===== src/rtl/filter_stream_feeder.sv =====
// Reads LEN words from memory and streams them into the trimmed-sum filter, then returns its result.
// Optional FEEDER_ALIGN_CHECK_EN: a misaligned base aborts the op with done+err instead of reading.
module filter_stream_feeder #(
  parameter int unsigned MAX_OUTST = 4,
  parameter int unsigned LEN_W     = 16
) (
  input  logic             clk_i,
  input  logic             reset_i,
  input  logic             start_i,
  input  logic [31:0]      base_addr_i,
  input  logic [LEN_W-1:0] len_i,
  input  logic             stall_i,
  output logic             busy_o,
  output logic             done_o,
  output logic [31:0]      result_o,
  output logic             err_o,
  output logic             req_o,
  output logic [31:0]      addr_o,
  input  logic             addr_ok_i,
  input  logic             data_ok_i,
  input  logic [31:0]      rdata_i,
  output logic             filt_flush_o,
  output logic             filt_valid_o,
  output logic [31:0]      filt_data_o,
  input  logic [31:0]      filt_result_i
);

  localparam int unsigned PTR_W = (MAX_OUTST > 1) ? $clog2(MAX_OUTST) : 1;
  localparam int unsigned CNT_W = PTR_W + 1;

  typedef enum logic [1:0] {S_IDLE, S_FLUSH, S_RUN, S_CAPTURE} state_e;

  state_e             state_q, state_d;
  logic [31:0]        base_q, base_d;
  logic [LEN_W-1:0]   len_q, len_d;
  logic [LEN_W-1:0]   issued_q, issued_d;
  logic [LEN_W-1:0]   received_q, received_d;
  logic [LEN_W-1:0]   pushed_q, pushed_d;
  logic [PTR_W-1:0]   wr_ptr_q, wr_ptr_d;
  logic [PTR_W-1:0]   rd_ptr_q, rd_ptr_d;
  logic [CNT_W-1:0]   count_q, count_d;
  logic [31:0]        mem_q [MAX_OUTST];
  logic [31:0]        mem_d [MAX_OUTST];
  logic [31:0]        result_q, result_d;
  logic               done_q, done_d;
  logic               err_q, err_d;
  logic               abort_q, abort_d;

  logic [LEN_W-1:0]   outstanding_c;
  logic               in_run_c, req_c, accept_c, push_c, pop_c;

  always_ff @(posedge clk_i) begin
    if (reset_i) begin
      state_q    <= S_IDLE;
      base_q     <= '0;
      len_q      <= '0;
      issued_q   <= '0;
      received_q <= '0;
      pushed_q   <= '0;
      wr_ptr_q   <= '0;
      rd_ptr_q   <= '0;
      count_q    <= '0;
      result_q   <= '0;
      done_q     <= 1'b0;
      err_q      <= 1'b0;
      abort_q    <= 1'b0;
      for (int i = 0; i < int'(MAX_OUTST); i++) mem_q[i] <= '0;
    end else begin
      state_q    <= state_d;
      base_q     <= base_d;
      len_q      <= len_d;
      issued_q   <= issued_d;
      received_q <= received_d;
      pushed_q   <= pushed_d;
      wr_ptr_q   <= wr_ptr_d;
      rd_ptr_q   <= rd_ptr_d;
      count_q    <= count_d;
      result_q   <= result_d;
      done_q     <= done_d;
      err_q      <= err_d;
      abort_q    <= abort_d;
      mem_q      <= mem_d;
    end
  end

  always_comb begin
    state_d    = state_q;
    base_d     = base_q;
    len_d      = len_q;
    issued_d   = issued_q;
    received_d = received_q;
    pushed_d   = pushed_q;
    wr_ptr_d   = wr_ptr_q;
    rd_ptr_d   = rd_ptr_q;
    result_d   = result_q;
    abort_d    = abort_q;
    mem_d      = mem_q;
    done_d     = 1'b0;
    err_d      = 1'b0;

    // Requests in flight plus buffered words never exceed the FIFO depth.
    outstanding_c = issued_q - received_q;
    in_run_c      = (state_q == S_RUN);
    req_c         = in_run_c && (issued_q < len_q) &&
                    ((outstanding_c + LEN_W'(count_q)) < LEN_W'(MAX_OUTST));
    accept_c      = req_c && addr_ok_i;
    push_c        = in_run_c && data_ok_i && (outstanding_c != '0);
    pop_c         = in_run_c && (count_q != '0) && !stall_i;

    if (accept_c) issued_d = issued_q + LEN_W'(1);
    if (push_c) begin
      mem_d[wr_ptr_q] = rdata_i;
      wr_ptr_d        = wr_ptr_q + PTR_W'(1);
      received_d      = received_q + LEN_W'(1);
    end
    if (pop_c) begin
      rd_ptr_d = rd_ptr_q + PTR_W'(1);
      pushed_d = pushed_q + LEN_W'(1);
    end
    count_d = count_q + CNT_W'(push_c) - CNT_W'(pop_c);

    case (state_q)
      S_IDLE: begin
        if (start_i) begin
          base_d     = base_addr_i & 32'hFFFF_FFFC;
          len_d      = len_i;
          issued_d   = '0;
          received_d = '0;
          pushed_d   = '0;
          wr_ptr_d   = '0;
          rd_ptr_d   = '0;
          count_d    = '0;
          abort_d    = 1'b0;
`ifdef FEEDER_ALIGN_CHECK_EN
          if (base_addr_i[1:0] != 2'b00) begin
            abort_d = 1'b1;
            state_d = S_CAPTURE;
          end else begin
            state_d = S_FLUSH;
          end
`else
          state_d = S_FLUSH;
`endif
        end
      end
      S_FLUSH: state_d = (len_q == '0) ? S_CAPTURE : S_RUN;
      S_RUN: begin
        if (pop_c && (pushed_q == len_q - LEN_W'(1))) state_d = S_CAPTURE;
      end
      S_CAPTURE: begin
        // Filter sum has settled one cycle after the final sample.
        result_d = abort_q ? 32'd0 : filt_result_i;
        done_d   = 1'b1;
        err_d    = abort_q;
        abort_d  = 1'b0;
        state_d  = S_IDLE;
      end
      default: state_d = S_IDLE;
    endcase
  end

  assign busy_o       = (state_q != S_IDLE);
  assign done_o       = done_q;
  assign err_o        = err_q;
  assign result_o     = result_q;
  assign req_o        = req_c;
  assign addr_o       = base_q + (32'(issued_q) << 2);
  assign filt_flush_o = (state_q == S_FLUSH);
  assign filt_valid_o = pop_c;
  assign filt_data_o  = mem_q[rd_ptr_q];

  a_no_spurious_data: assert property (@(posedge clk_i) disable iff (reset_i)
    (data_ok_i && in_run_c) |-> (outstanding_c != '0));

endmodule


===== config.mk =====
export PLATFORM = sky130hd
export DESIGN_NAME = filter_stream_feeder
export DESIGN_NICKNAME = d
export VERILOG_FILES = /design/src/rtl/filter_stream_feeder.sv
export SDC_FILE = /design/constraint.sdc
export NUM_CORES = 1
export LEC_CHECK = 0
export BUFFER_PORTS_ARGS = -buffer_cell sky130_fd_sc_hd__buf_2
export CAP_MARGIN = 40
export CORE_ASPECT_RATIO = 1.1
export CORE_MARGIN = 1.5
export CORE_UTILIZATION = 55
export CTS_CLUSTER_SIZE = 24
export DETAILED_ROUTE_END_ITERATION = 10
export PLACE_DENSITY_LB_ADDON = 0.05
export SLEW_MARGIN = 15
export SYNTH_ARGS = -nofsm -noshare
export SYNTH_HDL_FRONTEND = slang
export SYNTH_SLANG_ARGS = --single-unit

===== constraint.sdc =====
create_clock -name clk_i -period 9.22 [get_ports clk_i]
set_input_delay 0 -clock clk_i [delete_from_list [all_inputs] [get_ports clk_i]]
set_output_delay 0 -clock clk_i [all_outputs]
set_load 0.05 [all_outputs]

==> key figures <==
Status
  • Status: complete, no violations

Timing
  • Setup Skew: 0.008224 ns
  • TNS Setup: 0 ns
  • Fmax: 213.2 MHz
  • Final setup margin: around 4.5 ns
  • RSZ-0062 raised after global routing: no
  • Final setup viols: 0
  • Final Cycle Share: 50.86%
  • Final Slew Violations: 0
  • Slew HR: 44.46%
  • Hold Violations, Final: 0
  • Worst slew pin tran: 0.8331 ns
  • Tmin final: 4.690 ns

Drt
  • Drt drc: 0
  • Final antenna-violating net count: 0
  • Via count: 12780
  • Initial DRC Count: 745
  • WL per Instance: between 15 and 20 um
  • Routed wire length: 36.93 mm
  • Avg Vias per Cell: roughly 5.5
  • Pre-Repair DR Iteration Count: 5

Worst setup path
  • Cells along the critical path: inv_1 -> ha_1 -> fa_1 -> nor2b_1 -> o31a_1 -> o21ai_0 -> a32o_1 -> a211oi_1 -> nor4b_4 -> a31o_2 -> ha_1 -> inv_1 -> ha_1 -> fa_1 -> and2_1
  • Critical path's most frequent cell: ha_1
  • Slowest CP cell: a31o_2
  • Arrival @ worst endpoint: between 5 and 6 ns
  • Setup CP Type: reg2reg
  • CP delay by family, top: compound AO/OA/AOI/OAI gates
  • CP startpoint kind: flop
  • Largest fanout on the critical path: 26
  • WP data required: 9.65 ns
  • CP Buf/Inv Count: 2
  • Worst setup EP type: flop
  • CP max stage delay: 0.61 ns

Finish
  • Final Instance Area: 17190 um2
  • Share of cells above drive strength 1: 16.90%
  • Final nets: roughly 2200
  • P&R area growth vs syn: 24.47%

Yosys
  • Post-synth EDFFs: 0
  • Synth async-reset ratio: 0%
  • Mapped Area: 13810 um2
  • Number of synthesized register bits: roughly 260
  • Syn Area/Cell: 8.156 um2
  • Synth Instances: 1693
  • Main synth FF type: dfxtp_1
  • Seq/Total Area, Yosys: 38.27%
  • Post-synth cell types: 75
  • Yosys warnings: 0

Global routing
  • Largest net degree at the start of global routing: 83
  • Number of global-route vias before repair: 12390
  • First-pass GRT wire length: 59.82 mm
  • Grt ovf: 0
  • Antenna violations before repair: 1
  • All-Layer GR Usage: 27.87%

Clock tree
  • Worst skew pair latency: 0.54 ns
  • CTS buffer count: 28
  • CTS sink count: 264
  • Reg clk slew, reported paths: roughly 0.060 ns
  • Clk root buf: clkbuf_16
  • CTS tree: built
  • H-tree depth: 1
  • Setup bufs post-CTS: 0
  • CTS max path bufs: 3

Place
  • Detail Placement HPWL: between 20 and 25 mm
  • Port Buffer Count: 214
  • Post-DP Area: approximately 15000 um2
  • GPL Wtd Cong: 0.8865
  • Setup slack at placement: approximately 4.6 ns

Power and ir drop
  • Cell internal pwr: 2.113 mW
  • Combinational group share of total power: 24.7%
  • Final total power: 3.137 mW
  • Pwr/cell area: 182.6 nW/um2
  • Net Switching: 1.025 mW
  • Leakage: 6.796 nW
  • Max VDD drop: 0.1836 mV
  • Clock Power Share: 35.2%
  • Switch share: 32.66%
  • Flop pwr share: 40.1%

Die
  • Ports: 220
  • Rows: 60
  • Die area: 26070 um2
  • Die Ht: 169.2 um
  • Initial Util: 56.25%
  • Chip width: 154.1 um
  • Core box area: 24550 um2

Min path
  • Worst hold path class: in2reg

Flow run
  • Max-cap violations: 0
==> tightest hold or removal path: cells and delay by family <==
family	cells	cell delay, ns
mux	1	0.05
buf+inv	2	0.61
simple gates	1	0.08
==> cell usage in the layout, fill, tap and decap left out, types with 13 or more instances in the layout <==
master and instances:
buf_2 213, xor2_1 29, mux4_2 32, dlygate4sd3_1 116
nor4_1 15, dfxtp_1 262, nor3_1 30, nand2_1 395
and2_1 13, ha_1 62, xnor2_1 55, and3_1 16
inv_1 65, a21oi_1 210, o21ai_0 27, mux2i_1 45
nand3_1 33, nand4_1 17, nor2_1 124, or3_1 14
clkbuf_16 29
==> per-layer routing <==
layer	routed length [um]	track usage, %
met2	18390	50.05
met1	15190	33.41
met4	1248	10.89
met5	0	0
met3	2106	4.392
==> synthesized netlist by cell type, drive strengths merged (16+ instances only) <==
master    n  area share, %
dfxtp   264             38
o21ai    30            1.1
clkbuf   66            1.8
mux2i    45            3.3
mux4     32            5.2
and3     16           0.72
buf      28            1.1
inv      65            1.8
nand2   395             11
nor2    128            3.5
a21oi   210            7.6
ha       63            5.7
nand4    17           0.77
nor3     30            1.1
xnor2    55            3.5
xor2     29            1.8
nand3    33            1.2
==> sequential cells by signal, indices dropped and copies added (netlist names) <==
register	cells
count_q	3
received_q	16
base_q	30
mem_q	128
issued_q	16
done_o	1
wr_ptr_q	2
len_q	16
pushed_q	16
state_q	2
rd_ptr_q	2
result_o	32
==> layout make-up <==
cell class              instances  area, um2
well taps                     310      387.9
repair buffers                347       2436
diodes                          1      2.502
clock buffers                  38      799.5
clock inverters                14      115.1
flip-flops and latches        264       5288
fillers                      1988       7362
multi-input cells            1272       7914
inverters                      65      244.0
==> path summary, 6_finish.rpt <==
kind | from | to | slack [ns] | cells past startpoint
setup / recovery | issued_q[0] | count_q[1] | 4.53 | 15
hold / removal | filt_result_i[28] | result_o[28] | 0.24 | 4
setup reg to reg | issued_q[0] | count_q[1] | 4.53 | 15
hold reg to reg | mem_q[11] | mem_q[11] | 0.45 | 2
==> logic make-up (layout without fill, tap and decap cells) <==
kind of cell,count (synthesis),count (layout),share of synthesized area (%)
AND/OR/NAND/NOR,712,712,22.76
AO/OA/AOI/OAI,329,329,14.28
flip-flops,264,264,38.27
buffers and inverters,159,464,4.621
XOR/XNOR,84,84,5.328
multiplexers,78,78,8.563
adder cells (fa/ha/maj),66,66,6.144
other,1,4,0.02716
==> power groups by stage <==
| stage | Combinational (mW) | Sequential (mW) | Clock, mW |
|---|---|---|---|
| after floorplan | 0.504 | 1.31 | 0 |
| after global placement | 0.702 | 1.28 | 0 |
| after detailed placement | 0.729 | 1.28 | 0 |
| after CTS | 0.771 | 1.26 | 1.12 |
| after global routing | 0.839 | 1.26 | 1.17 |
| final | 0.775 | 1.26 | 1.11 |
==> timing repair <==
action	CTS	global route
hold endpoints to repair	219	0
gates resized for setup	0	0
hold buffers	116	0
==> per-stage QoR <==
step                      cells  hold WS (ns)  util, %
final                      2311        0.2410    70.01
after global routing       2311        0.2339    70.01
after detailed placement   2141        0.2438    61.46
after global placement     2137        0.2349    61.11
after CTS                  2309        0.2238    69.92
after floorplan            1695        0.1360        -
(Power assumes the default switching activity.)
